File: src/rtl/pred_sched_if.sv
// pred_sched_if: bundle of the fetch, backend-resolution and predictor-port
// signals served by pred_sched.
//   slave  modport : the scheduler side (pred_sched).
//   master modport : the surrounding fetch/backend/predictor environment.
// Signals:
//   fe_req/fe_ready            fetch prediction request / grant
//   fe_pred_valid/fe_pred      registered prediction return
//   be_upd_valid/taken/ready   resolved-branch stream into the update queue
//   p_request/p_result/p_taken to the predictor; p_prediction from it
//   outstanding                unresolved prediction count
//   underflow                  sticky "update with nothing outstanding"
interface pred_sched_if #(
  parameter int MAX_OUTSTANDING = 8
);
  localparam int OW = $clog2(MAX_OUTSTANDING + 1);

  logic          fe_req;
  logic          fe_ready;
  logic          fe_pred_valid;
  logic          fe_pred;
  logic          be_upd_valid;
  logic          be_upd_taken;
  logic          be_upd_ready;
  logic          p_request;
  logic          p_result;
  logic          p_taken;
  logic          p_prediction;
  logic [OW-1:0] outstanding;
  logic          underflow;

  modport slave (
    input  fe_req, be_upd_valid, be_upd_taken, p_prediction,
    output fe_ready, fe_pred_valid, fe_pred, be_upd_ready,
           p_request, p_result, p_taken, outstanding, underflow
  );

  modport master (
    output fe_req, be_upd_valid, be_upd_taken, p_prediction,
    input  fe_ready, fe_pred_valid, fe_pred, be_upd_ready,
           p_request, p_result, p_taken, outstanding, underflow
  );
endinterface

File: src/rtl/pred_sched.sv
// pred_sched: arbitrates the single-operation port of a 2-bit saturating
// branch predictor between fetch prediction requests and resolved-branch
// updates. Updates are buffered in a UQ_DEPTH-entry FIFO; fetch is forced to
// win after STARVE_LIMIT consecutive denied cycles; at most MAX_OUTSTANDING
// predictions may be unresolved.
// Ports:
//   clk  - clock, rising edge
//   rst  - asynchronous active-high reset
//   bus  - pred_sched_if.slave (fetch, backend and predictor signals)
// Optional feature: define PRED_SCHED_BYPASS_EN to let an update arriving at
// an empty queue go straight to the predictor in the same cycle.
module pred_sched #(
  parameter int UQ_DEPTH        = 4,
  parameter int MAX_OUTSTANDING = 8,
  parameter int STARVE_LIMIT    = 3
) (
  input  logic          clk,
  input  logic          rst,
  pred_sched_if.slave   bus
);
  localparam int PW = $clog2(UQ_DEPTH);
  localparam int CW = $clog2(UQ_DEPTH + 1);
  localparam int OW = $clog2(MAX_OUTSTANDING + 1);
  localparam int SW = $clog2(STARVE_LIMIT + 1);

  logic [UQ_DEPTH-1:0] uq_q;
  logic [PW-1:0]       rd_ptr_q, rd_ptr_d, wr_ptr_q, wr_ptr_d;
  logic [CW-1:0]       cnt_q, cnt_d;
  logic [SW-1:0]       starve_q, starve_d;
  logic [OW-1:0]       out_q, out_d;
  logic                uf_q, uf_d;
  logic                rv_q, rp_q;
  logic                rdy_q;

  logic uq_empty, room, force_fe, upd_acc, byp;
  logic grant, issue, deq, enq, taken;

  assign uq_empty = (cnt_q == '0);
  assign room     = (out_q < OW'(MAX_OUTSTANDING));
  assign force_fe = bus.fe_req && (starve_q == SW'(STARVE_LIMIT)) && room;
  // rdy_q always equals !full, so it doubles as the full flag.
  assign upd_acc  = bus.be_upd_valid && rdy_q;

`ifdef PRED_SCHED_BYPASS_EN
  assign byp = uq_empty && bus.be_upd_valid && !force_fe;
`else
  assign byp = 1'b0;
`endif

  // Priority: forced fetch, queued/bypassed update, normal fetch, idle.
  always_comb begin
    grant = 1'b0;
    issue = 1'b0;
    deq   = 1'b0;
    taken = 1'b0;
    if (force_fe) begin
      grant = 1'b1;
    end else if (!uq_empty) begin
      issue = 1'b1;
      deq   = 1'b1;
      taken = uq_q[rd_ptr_q];
    end else if (byp) begin
      issue = 1'b1;
      taken = bus.be_upd_taken;
    end else if (bus.fe_req && room) begin
      grant = 1'b1;
    end
  end

  // A bypassed update is consumed directly and never occupies a slot.
  assign enq = upd_acc && !byp;

  always_comb begin
    rd_ptr_d = deq ? rd_ptr_q + PW'(1) : rd_ptr_q;
    wr_ptr_d = enq ? wr_ptr_q + PW'(1) : wr_ptr_q;
    cnt_d    = cnt_q + CW'(enq) - CW'(deq);

    starve_d = starve_q;
    if (grant || !bus.fe_req) begin
      starve_d = '0;
    end else if (starve_q < SW'(STARVE_LIMIT)) begin
      starve_d = starve_q + SW'(1);
    end

    // A grant and an accepted update in the same cycle cancel out.
    out_d = out_q;
    uf_d  = uf_q;
    if (grant && !upd_acc) begin
      out_d = out_q + OW'(1);
    end else if (upd_acc && !grant) begin
      if (out_q == '0) begin
        uf_d = 1'b1;
      end else begin
        out_d = out_q - OW'(1);
      end
    end
  end

  always_ff @(posedge clk or posedge rst) begin
    if (rst) begin
      rd_ptr_q <= '0;
      wr_ptr_q <= '0;
      cnt_q    <= '0;
      starve_q <= '0;
      out_q    <= '0;
      uf_q     <= 1'b0;
      rv_q     <= 1'b0;
      rp_q     <= 1'b0;
      rdy_q    <= 1'b1;
    end else begin
      rd_ptr_q <= rd_ptr_d;
      wr_ptr_q <= wr_ptr_d;
      cnt_q    <= cnt_d;
      starve_q <= starve_d;
      out_q    <= out_d;
      uf_q     <= uf_d;
      rv_q     <= grant;
      rp_q     <= grant && bus.p_prediction;
      rdy_q    <= (cnt_d != CW'(UQ_DEPTH));
    end
  end

  // Queue storage is data only; validity is carried by the pointers/count.
  always_ff @(posedge clk) begin
    if (enq) begin
      uq_q[wr_ptr_q] <= bus.be_upd_taken;
    end
  end

  assign bus.fe_ready      = grant;
  assign bus.p_request     = grant;
  assign bus.p_result      = issue;
  assign bus.p_taken       = taken;
  assign bus.be_upd_ready  = rdy_q;
  assign bus.fe_pred_valid = rv_q;
  assign bus.fe_pred       = rp_q;
  assign bus.outstanding   = out_q;
  assign bus.underflow     = uf_q;
endmodule

File: src/flat_wrapper.sv
// flat-port wrapper written by rule: the top's interface ports become plain ports
module pred_sched_flat 
#(
  parameter int UQ_DEPTH        = 4,
  parameter int MAX_OUTSTANDING = 8,
  parameter int STARVE_LIMIT    = 3
)
  (clk, rst, bus_fe_req, bus_be_upd_valid, bus_be_upd_taken, bus_p_prediction, bus_fe_ready, bus_fe_pred_valid, bus_fe_pred, bus_be_upd_ready, bus_p_request, bus_p_result, bus_p_taken, bus_outstanding, bus_underflow);
  pred_sched_if #(.MAX_OUTSTANDING(MAX_OUTSTANDING)) bus_i ();
  input  logic clk;
  input  logic rst;
  input wire logic [$bits(bus_i.fe_req)-1:0] bus_fe_req;
  input wire logic [$bits(bus_i.be_upd_valid)-1:0] bus_be_upd_valid;
  input wire logic [$bits(bus_i.be_upd_taken)-1:0] bus_be_upd_taken;
  input wire logic [$bits(bus_i.p_prediction)-1:0] bus_p_prediction;
  output wire logic [$bits(bus_i.fe_ready)-1:0] bus_fe_ready;
  output wire logic [$bits(bus_i.fe_pred_valid)-1:0] bus_fe_pred_valid;
  output wire logic [$bits(bus_i.fe_pred)-1:0] bus_fe_pred;
  output wire logic [$bits(bus_i.be_upd_ready)-1:0] bus_be_upd_ready;
  output wire logic [$bits(bus_i.p_request)-1:0] bus_p_request;
  output wire logic [$bits(bus_i.p_result)-1:0] bus_p_result;
  output wire logic [$bits(bus_i.p_taken)-1:0] bus_p_taken;
  output wire logic [$bits(bus_i.outstanding)-1:0] bus_outstanding;
  output wire logic [$bits(bus_i.underflow)-1:0] bus_underflow;
  assign bus_i.fe_req = bus_fe_req;
  assign bus_i.be_upd_valid = bus_be_upd_valid;
  assign bus_i.be_upd_taken = bus_be_upd_taken;
  assign bus_i.p_prediction = bus_p_prediction;
  assign bus_fe_ready = bus_i.fe_ready;
  assign bus_fe_pred_valid = bus_i.fe_pred_valid;
  assign bus_fe_pred = bus_i.fe_pred;
  assign bus_be_upd_ready = bus_i.be_upd_ready;
  assign bus_p_request = bus_i.p_request;
  assign bus_p_result = bus_i.p_result;
  assign bus_p_taken = bus_i.p_taken;
  assign bus_outstanding = bus_i.outstanding;
  assign bus_underflow = bus_i.underflow;
  pred_sched #(.UQ_DEPTH(UQ_DEPTH), .MAX_OUTSTANDING(MAX_OUTSTANDING), .STARVE_LIMIT(STARVE_LIMIT)) u_core (.clk(clk), .rst(rst), .bus(bus_i));
endmodule
File: config.mk
export PLATFORM = sky130hd
export DESIGN_NAME = pred_sched_flat
export DESIGN_NICKNAME = d
export VERILOG_FILES = /design/src/rtl/pred_sched_if.sv /design/src/rtl/pred_sched.sv /design/src/flat_wrapper.sv
export SDC_FILE = /design/constraint.sdc
export NUM_CORES = 1
export LEC_CHECK = 0
export ABC_AREA = 1
export CELL_PAD_IN_SITES_DETAIL_PLACEMENT = 1
export CELL_PAD_IN_SITES_GLOBAL_PLACEMENT = 1
export CORE_UTILIZATION = 40
export DETAILED_ROUTE_END_ITERATION = 10
export GPL_TIMING_DRIVEN = 0
export HOLD_SLACK_MARGIN = 0.03
export PLACE_DENSITY = 0.8
export SYNTH_ARGS = -nofsm -noshare
export SYNTH_HDL_FRONTEND = slang
export SYNTH_SLANG_ARGS = --single-unit
File: constraint.sdc
create_clock -name clk -period 3 [get_ports clk]
set_input_delay 0.6 -clock clk [delete_from_list [all_inputs] [get_ports clk]]
set_output_delay 0.6 -clock clk [all_outputs]
set_load 0.02 [all_outputs]
==> After elaboration in Yosys (flattened, before gate mapping) <==
Cells that the tools add are included.
{ "word_totals": {"regBits": 21, "out_inout_bits": 12, "wordCells": 61} }
{ "op_classes": {"addsub": 7, "order_cmp": 5, "n_eq_ne": 3, "muxes": 17, "n_bitwise": 1, "reduce_logical": 18} }
{ "ops": {"columns": ["operator", "count"], "rows": [
  ["two-way mux 4 bit", 3],
  ["two-way mux 1 bit", 9],
  ["logical AND 1 bit", 8],
  ["adder 2 x 1 -> 2 bit, second input constant", 3],
  ["< comparator 2 x 3 -> 1 bit, second input constant", 2],
  ["adder 4 x 1 -> 4 bit, second input constant", 1],
  ["bitwise mux 4 bit", 1],
  ["zero test 4 bit", 1],
  ["< comparator 4 bit, second input constant", 1],
  ["two-way mux 2 bit", 2],
  ["nonzero test 2 bit", 2],
  ["subtractor 4 x 1 -> 4 bit, second input constant", 1],
  ["adder 3 x 1 -> 3 bit", 1],
  ["zero test 1 bit", 3],
  ["zero test 3 bit", 1],
  ["inequality test 3 bit, second input constant", 1],
  ["AND reduction 3 bit", 1],
  ["subtractor 3 x 1 -> 3 bit", 1],
  ["binary-select mux 1 bit (select 2 bit)", 1],
  ["demux 1 bit (select 2 bit)", 1],
  ["equality test 2 bit, second input constant", 1],
  ["greater-or-equal comparator 2 x 1 -> 1 bit, second input constant", 1],
  ["< comparator 2 bit, second input constant", 1],
  ["inequality test 2 x 1 -> 1 bit, second input constant", 1],
  ["other kinds (3)", 3]
]} }

==> Logic depth before layout (Yosys ltp) <==
Gate-level depths: netlist of run 1.
{ "logic_depth": {"depth_word": 9, "depth_mapped": 15, "depth_no_buf": 15} }

==> Worst setup path after synthesis of run 1 <==
Ideal clock, no wire load.
{ "synth_timing": {"path_type": "input to register", "from": "input port bus_fe_req", "to": "register u_core.out_q[3] (netlist: u_core.bus.outstanding[3])", "t_arrival_ns": 2.095, "t_required_ns": 2.883, "setup_slack_ns": 0.788, "path_stages": 12, "path_cell_list": "nand3_2 nand2_4 nand3_2 inv_1 ha_1 inv_1 ha_1 or2_1 nand3_1 nand2_1 nand2_1 nand2_1"} }
{ "synth_between": {"elab_chain_cells": 8, "elab_cells_between_ends": 13} }
{ "synth_lines": {"columns": ["element", "line", "source"], "rows": [
  ["start: declaration", "flat_wrapper.sv:12", "input wire logic [$bits(bus_i.fe_req)-1:0] bus_fe_req;"],
  ["logical AND 1 bit", "pred_sched.sv:65", "end else if (bus.fe_req && room) begin"],
  ["two-way mux 1 bit", "pred_sched.sv:65", null],
  ["two-way mux 1 bit", "pred_sched.sv:58", "end else if (!uq_empty) begin"],
  ["two-way mux 1 bit (*)", "pred_sched.sv:56", "if (force_fe) begin"],
  ["named net bus_fe_ready", "flat_wrapper.sv:16", "output wire logic [$bits(bus_i.fe_ready)-1:0] bus_fe_ready;"],
  ["zero test 1 bit", "pred_sched.sv:90", "end else if (upd_acc && !grant) begin"],
  ["logical AND 1 bit", "pred_sched.sv:90", null],
  ["nonzero test 2 bit (no line)", null, null],
  ["AND reduction 2 bit (no line)", null, null],
  ["end signal: assignment", "pred_sched.sv:115", "out_q <= out_d;"],
  ["end: declaration", "pred_sched.sv:30", "logic [OW-1:0] out_q, out_d;"]
]} }
Mark *: on every way through the listed nets, which the timed path passes. The rest lies on a longest branch.
A chain may end at the register's enable or synchronous reset.

==> Worst setup path after layout of run 1 <==
{ "layout_timing": {"from": "input port bus_fe_req", "to": "output port bus_fe_ready"} }
{ "layout_between": {"elab_chain_cells": 4, "elab_cells_between_ends": 6} }
{ "layout_lines": {"columns": ["element", "line"], "rows": [
  ["logical AND 1 bit", "pred_sched.sv:65"],
  ["two-way mux 1 bit", "pred_sched.sv:65"],
  ["two-way mux 1 bit", "pred_sched.sv:58"],
  ["two-way mux 1 bit (*)", "pred_sched.sv:56"],
  ["end: declaration", "flat_wrapper.sv:16"]
]} }
Mark *: on every way between the ends. The rest lies on a longest branch, timed or not.

==> flow_summary_export.csv, run 1 <==
group,metric,value,unit
outcome,outcome,"finished, final reports clean",
worst_setup_path,r2r_setup_slack,610,ps
yosys,post_synth_and_or_nand_nor_area_fraction,0.188,
pwr,power_density,1050,nW/um^2
cells_and_area,multi_input_area,490,sq um
floorplan,initial_utilization,0.441,
cells_and_area,seqCellArea,547,sq um
worst_setup_path,critical_path.startpoint_type,"primary input",
worst_setup_path,worst-endpoint-required,2400,ps
cells_and_area,layout_commonest_cell,"nand2_1",
pwr,clock_power_share,0.096,
sta,layout_worst_path_cycle_share,0.942,
pwr,total_power,0.00144,W
clock_tree,cts_max_path_buffers,2,
pwr,p_sw_frac,0.439,
sta,worst-slew-pin-transition,649,ps
routing,firstDrtPassIters,2,
cells_and_area,layout.cells.most_common_list,"nand2_1, inv_1, nor2_1",
yosys,yosysSeqAreaShare,0.483,
yosys,seq_cells_post_synth,21,
global_route,globalRouteOverflowTotal,0,
sta,setup_viol,0,
worst_setup_path,cp_max_fo,5,
sta,final_max_slew_viol_count,0,
cells_and_area,nets,161,
cells_and_area,area.growth.synth_to_final,20.9,%
pwr,power_switching,0.000632,W
yosys,synth.avg_cell_area,9.43,sq um
floorplan,io_pins,18,
floorplan,area_of_the_die,3040,sq um
floorplan,core,2570,sq um
sta,whs,501,ps
global_route,grt_util_all_layers,0.176,
pwr,irDropWorstVdd,0.550,mV
yosys,postSynthCellCount,120,
yosys,post_synth_num_cell_types,23,
hold_path,worst_hold_end,"u_core.bus.underflow$_DFFE_PP0P_",
clock_tree,cts_root_buf,"clkbuf_4",
yosys,net_count_after_synthesis,139,
hold_path,hold_depth,1,
floorplan,die_h,55.2,um
yosys,count_of_flip_flops_with_a_built_in_enable_after_synthesis,4,
yosys,synth_top_family_by_area,"simple AND/OR/NAND/NOR gates",
placement,port_buffers,17,
routing,count_of_vias_placed_by_the_detailed_router,799,
yosys,synth_async_reset_ratio,0.810,
global_route,antenna_found_initial,0,
worst_setup_path,setup.worst_path.end_class,"output port",
yosys,synth_compound_gate_area_share,0.0332,
worst_setup_path,ff2ff_path_depth,11,
sta,finClkSkew,9.96,ps
yosys,commonest_register_cell_after_synthesis,"dfrtp_1",
routing,drt.antenna.violating_nets,0,
clock_tree,cts_resized,0,
clock_tree,clkSlewWorstSetupHoldPaths,110,ps
sta,grt_setup_unrepaired,"no",
clock_tree,cts.htree.levels,1,
floorplan,rows,18,
pwr,power.share.combinational,0.553,
hold_path,hold_class,"reg -> reg",
routing,violation_count_after_the_first_detailed_routing_iteration,3,
cells_and_area,layout.filler_cells,307,
sta,setup_total_negative_slack,0,ps
flow_run,timing.max_cap.violations,0,
global_route,grt_start_max_net_pins,18,
cells_and_area,layout-drive-gt1-share,0.106,
routing,vias_per_cell,4.67,
floorplan,die_width,55.2,um
placement,gp_congestion,0.707,
clock_tree,postCtsSetupRepairBufs,0,
clock_tree,clock_sinks,21,
worst_setup_path,worst_setup_path_startpoint,"bus_fe_req",
routing,wl,2180,um
routing,drt_drc_violations_left,0,
worst_setup_path,arrival,2230,ps
routing,routedWlPerCell,12.8,um
yosys,synth_xor_xnor_area_share,0.0465,
yosys,syn_warnings,0,
clock_tree,cts_hold_buffers,0,
sta,finalHoldViolCount,0,
pwr,pwr-share-seq,0.351,
worst_setup_path,worst_r2r_startpoint,"u_core.starve_q[0]$_DFFE_PP0P_",
yosys,synth.area.mux_share,0.00885,
worst_setup_path,worstSetupPathType,"in -> out",
clock_tree,tritoncts.num_buffers,3,
global_route,global_route_wire_length_before_repair,3710,um
cells_and_area,count_of_antenna_diodes_in_the_layout,0,
hold_path,worstHoldStart,"u_core.bus.underflow$_DFFE_PP0P_",
worst_setup_path,reg2reg_capture_point,"u_core.bus.be_upd_ready$_DFF_PP1_",
global_route,first_global_vias,839,
placement,place_hpwl,1690,um
clock_tree,clkLatencyLatePin,310,ps
clock_tree,clock_tree_from_tritoncts,"done",
sta,timing.max_slew.rel_slack,0.567,
yosys,synth.cell_area,1130,sq um
sta,finalCriticalPeriod,2830,ps
yosys,fraction_of_the_mapped_netlist_area_in_adder_cells,0.157,
sta,fmax,354,MHz
pwr,power.static_leakage,0.691,nW
pwr,internal-power,0.000807,W
-- cell type report --
type	count	area share
Inverter	23	0.0631
Buffer	1	0.00549
Multi-Input combinational cell	75	0.359
Clock buffer	4	0.0192
Sequential cell	21	0.400
Timing Repair Buffer	17	0.126
Tap cell	30	0.0274
-- per-layer routing --
layer / track usage / up-vias / part of all wire
li1: - / 405 / -
met1: 0.214 / 381 / 0.47
met2: 0.297 / 11 / 0.49
met3: 0.0574 / 2 / 0.037
met4: 0.0500 / 0 / 0.0087
met5: 0 / - / 0
-- power groups by stage --
| stage | combinational [W] | clock (W) | sequential, W |
|---|---|---|---|
| 5_1_grt | 0.000908 | 0.000152 | 0.000522 |
| 3_5_place_dp | 0.000804 | 0 | 0.000511 |
| 3_3_place_gp | 0.000753 | 0 | 0.000503 |
| 2_1_floorplan | 0.000506 | 0 | 0.000535 |
| 6_report | 0.000797 | 0.000138 | 0.000505 |
| 4_1_cts | 0.000815 | 0.000145 | 0.000506 |
-- sequential cells by signal (all words and copies together) (netlist names) --
name,flops
u_core.wr_ptr_q,2
u_core.bus.be_upd_ready,1
u_core.uq_q,4
u_core.starve_q,2
u_core.rd_ptr_q,2
u_core.cnt_q,3
u_core.bus.underflow,1
u_core.bus.fe_pred_valid,1
u_core.bus.fe_pred,1
u_core.bus.outstanding,4
-- synth_stat cells, types with 2 or more instances --
| cell type | number | area (sq um) |
|---|---|---|
| dfrtp_1 | 16 | 400 |
| edfxtp_1 | 4 | 120 |
| fa_1 | 2 | 40.0 |
| ha_1 | 11 | 138 |
| inv_1 | 20 | 75.1 |
| inv_2 | 3 | 11.3 |
| nand2_1 | 21 | 78.8 |
| nand2_2 | 2 | 12.5 |
| nand3_1 | 2 | 10.0 |
| nand3_2 | 2 | 20.0 |
| nor2_1 | 18 | 67.6 |
| o21ai_0 | 3 | 15.0 |
| o21ai_1 | 2 | 10.0 |
| xnor2_1 | 3 | 26.3 |
| xor2_1 | 3 | 26.3 |
-- critical path, cell delays in order --
cell and delay, ps:
clkdlybuf4s50_1 540, nand3_2 110, nand2_4 120, nand3_2 130, inv_2 130, clkdlybuf4s50_1 610
-- worst max path at each step --
stage	end	cells after the start
after CTS	bus_p_request	7
final	bus_fe_ready	6
after global placement	bus_p_request	7
after global routing	bus_fe_ready	6
after floorplan	u_core.bus.outstanding[3]$_DFFE_PP0P_	12
after detailed placement	bus_p_request	7
-- cell families (layout without fill, tap and decap cells) --
group | count (synthesis) | in the layout
buffers and inverters | 24 | 45
AOI/OAI and AO/OA | 7 | 7
and+or+nand+nor | 48 | 48
xor gates and xnor gates | 6 | 6
DFF | 21 | 21
adders and majority gates | 13 | 13
muxes | 1 | 1
-- stage by stage --
stage | utilization | setup slack (ps) | cell area [sq um] | cells
floorplan | - | 788 | 1130 | 120
detailed placement | 0.521 | 11.1 | 1340 | 167
global placement | 0.521 | 23.9 | 1340 | 167
global route | 0.533 | 78.4 | 1370 | 171
finish | 0.533 | 173 | 1370 | 171
CTS | 0.532 | 2.46 | 1370 | 171
Note: power is estimated with default switching activity, not from simulation.
==> run 2, diff against run 1 <==
--- a/config.mk
+++ b/config.mk
@@ -10,7 +10,6 @@
 export CELL_PAD_IN_SITES_GLOBAL_PLACEMENT = 1
 export CORE_UTILIZATION = 40
 export DETAILED_ROUTE_END_ITERATION = 10
-export GPL_TIMING_DRIVEN = 0
 export HOLD_SLACK_MARGIN = 0.03
 export PLACE_DENSITY = 0.8
 export SYNTH_ARGS = -nofsm -noshare
==> run 2 against run 1 <==
Hold slack lost 2.7 ps. Sequential share of layout area is essentially flat. Sequential power is essentially flat. Fmax increased by 0.71%. Global-route usage about the same. Via count decreased by 0.63%. Core utilization hardly changed. Combinational power fell by 2%. Die area stayed put. Flip-flop and latch count did not move. Critical endpoint unchanged.
==> flow_summary_export.csv, run 2 (synthesized netlist as in run 1, its figures left out) <==
group,metric,value,unit
outcome,outcome,"finished, final reports clean",
sta,setup_total_negative_slack,0,ps
clock_tree,cts.htree.levels,1,
placement,place_hpwl,1810,um
sta,setup_viol,0,
routing,vias_per_cell,4.64,
worst_setup_path,critical_path_buf_inv_count,3,
global_route,antenna_found_initial,0,
sta,fmax,356,MHz
clock_tree,clkLatencyLatePin,310,ps
cells_and_area,count_of_antenna_diodes_in_the_layout,0,
routing,routedWlPerCell,12.7,um
clock_tree,clkSlewWorstSetupHoldPaths,100,ps
cells_and_area,utilization,0.532,
worst_setup_path,worstSetupPathType,"in -> out",
worst_setup_path,worst_r2r_startpoint,"u_core.starve_q[0]$_DFFE_PP0P_",
floorplan,area_of_the_die,3040,sq um
worst_setup_path,ff2ff_path_depth,11,
worst_setup_path,worst_setup_path_startpoint,"bus_fe_req",
routing,count_of_vias_placed_by_the_detailed_router,794,
cells_and_area,layout.cells.most_common_list,"nand2_1, inv_1, nor2_1",
global_route,global_route_wire_length_before_repair,3710,um
sta,finalHoldViolCount,0,
clock_tree,cts_max_path_buffers,2,
worst_setup_path,crit_chain,"clkdlybuf4s50_1 > nand3_2 > nand2_4 > nand3_2 > inv_1 > clkdlybuf4s50_1",
floorplan,die_h,55.2,um
worst_setup_path,setup.worst_path.end_class,"output port",
clock_tree,tritoncts.num_buffers,3,
clock_tree,cts_resized,0,
routing,drt.antenna.violating_nets,0,
placement,port_buffers,17,
sta,timing.max_slew.rel_slack,0.563,
global_route,first_global_vias,866,
floorplan,rows,18,
pwr,power_density,1040,nW/um^2
routing,drt_drc_violations_left,0,
sta,worst-slew-pin-transition,655,ps
clock_tree,postCtsSetupRepairBufs,0,
floorplan,io_pins,18,
placement,gp_congestion,0.747,
flow_run,timing.max_cap.violations,0,
worst_setup_path,arrival,2210,ps
sta,final_max_slew_viol_count,0,
global_route,grt_start_max_net_pins,18,
routing,wl,2170,um
worst_setup_path,reg2reg_capture_point,"u_core.bus.be_upd_ready$_DFF_PP1_",
worst_setup_path,crit_slowest_cell,"clkdlybuf4s50_1",
worst_setup_path,critical_path.startpoint_type,"primary input",
worst_setup_path,cp_top_delay_family,"buffers and inverters",
worst_setup_path,worst-endpoint-required,2400,ps
hold_path,worstHoldStart,"u_core.bus.underflow$_DFFE_PP0P_",
worst_setup_path,r2r_setup_slack,640,ps
clock_tree,clock_sinks,21,
routing,met1Wirelength,983,um
cells_and_area,nets,161,
cells_and_area,area.growth.synth_to_final,20.8,%
cells_and_area,layout_commonest_cell,"nand2_1",
worst_setup_path,peak_per_stage_delay_on_the_critical_path,650,ps
hold_path,hold_depth,1,
hold_path,hold_class,"reg -> reg",
clock_tree,cts_hold_buffers,0,
hold_path,worst_hold_end,"u_core.bus.underflow$_DFFE_PP0P_",
routing,violation_count_after_the_first_detailed_routing_iteration,3,
pwr,irDropWorstVdd,0.501,mV
clock_tree,clock_tree_from_tritoncts,"done",
pwr,power.static_leakage,0.677,nW
routing,firstDrtPassIters,2,
floorplan,initial_utilization,0.441,
routing,route.met2.wl,1080,um
cells_and_area,layout-drive-gt1-share,0.106,
floorplan,die_width,55.2,um
cells_and_area,layout.filler_cells,319,
routing,top_layer,"met4",
routing,met3WireLength,96,um
clock_tree,cts_root_buf,"clkbuf_4",
floorplan,core,2570,sq um
sta,layout_worst_path_cycle_share,0.936,
global_route,grt_util_all_layers,0.176,
sta,grt_setup_unrepaired,"no",
sta,finClkSkew,20.9,ps
sta,finalCriticalPeriod,2810,ps
global_route,globalRouteOverflowTotal,0,
worst_setup_path,cp_max_fo,5,
-- run 2: cell count changes in the layout (fill, tap and decap cells not counted) --
| cell | before | now |
|---|---|---|
| dlymetal6s2s_1 | 1 | 0 |
| inv_1 | 19 | 20 |
| clkbuf_1 | 1 | 0 |
| inv_2 | 4 | 3 |
| clkinv_2 | 0 | 1 |
| clkdlybuf4s50_1 | 16 | 17 |
-- run 2: where the power goes --
| part | switching [W] | internal [W] | total [W] |
|---|---|---|---|
| combinational | 0.000441 | 0.000342 | 0.000783 |
| sequential | 0.0000936 | 0.000410 | 0.000504 |
| clock | 0.0000862 | 0.0000497 | 0.000136 |
-- run 2: worst max-delay path by stage --
stage,to,cells after the start
finish,bus_fe_ready,6
detailed placement,u_core.bus.be_upd_ready$_DFF_PP1_,11
global route,bus_fe_ready,6
floorplan,u_core.bus.outstanding[3]$_DFFE_PP0P_,12
global placement,u_core.bus.be_upd_ready$_DFF_PP1_,11
CTS,bus_fe_ready,6
-- run 2: cell type report --
type,instances,area [sq um],area share
Clock inverter,1,5.00,0.00366
Multi-Input combinational cell,75,490,0.359
Tap cell,30,37.5,0.0275
Clock buffer,3,22.5,0.0165
Sequential cell,21,547,0.400
Inverter,23,86.3,0.0632
Timing Repair Buffer,18,178,0.130
-- run 2: through the flow --
stage | hold slack (ps) | cells | total power (W) | area, sq um | worst slack, ps
final | 498 | 171 | 0.00142 | 1370 | 193
after global routing | 530 | 171 | 0.00158 | 1370 | 109
after CTS | 509 | 171 | 0.00146 | 1370 | 173
after detailed placement | 470 | 167 | 0.00131 | 1340 | 149
after global placement | 463 | 167 | 0.00126 | 1340 | 193
after floorplan | 469 | 120 | 0.00104 | 1130 | 788
-- run 2: metal layers --
| layer | vias to the layer above | GRT usage |
|---|---|---|
| li1 | 406 | - |
| met1 | 374 | 0.211 |
| met2 | 12 | 0.307 |
| met3 | 2 | 0.0546 |
| met4 | 0 | 0.0375 |
| met5 | - | 0 |
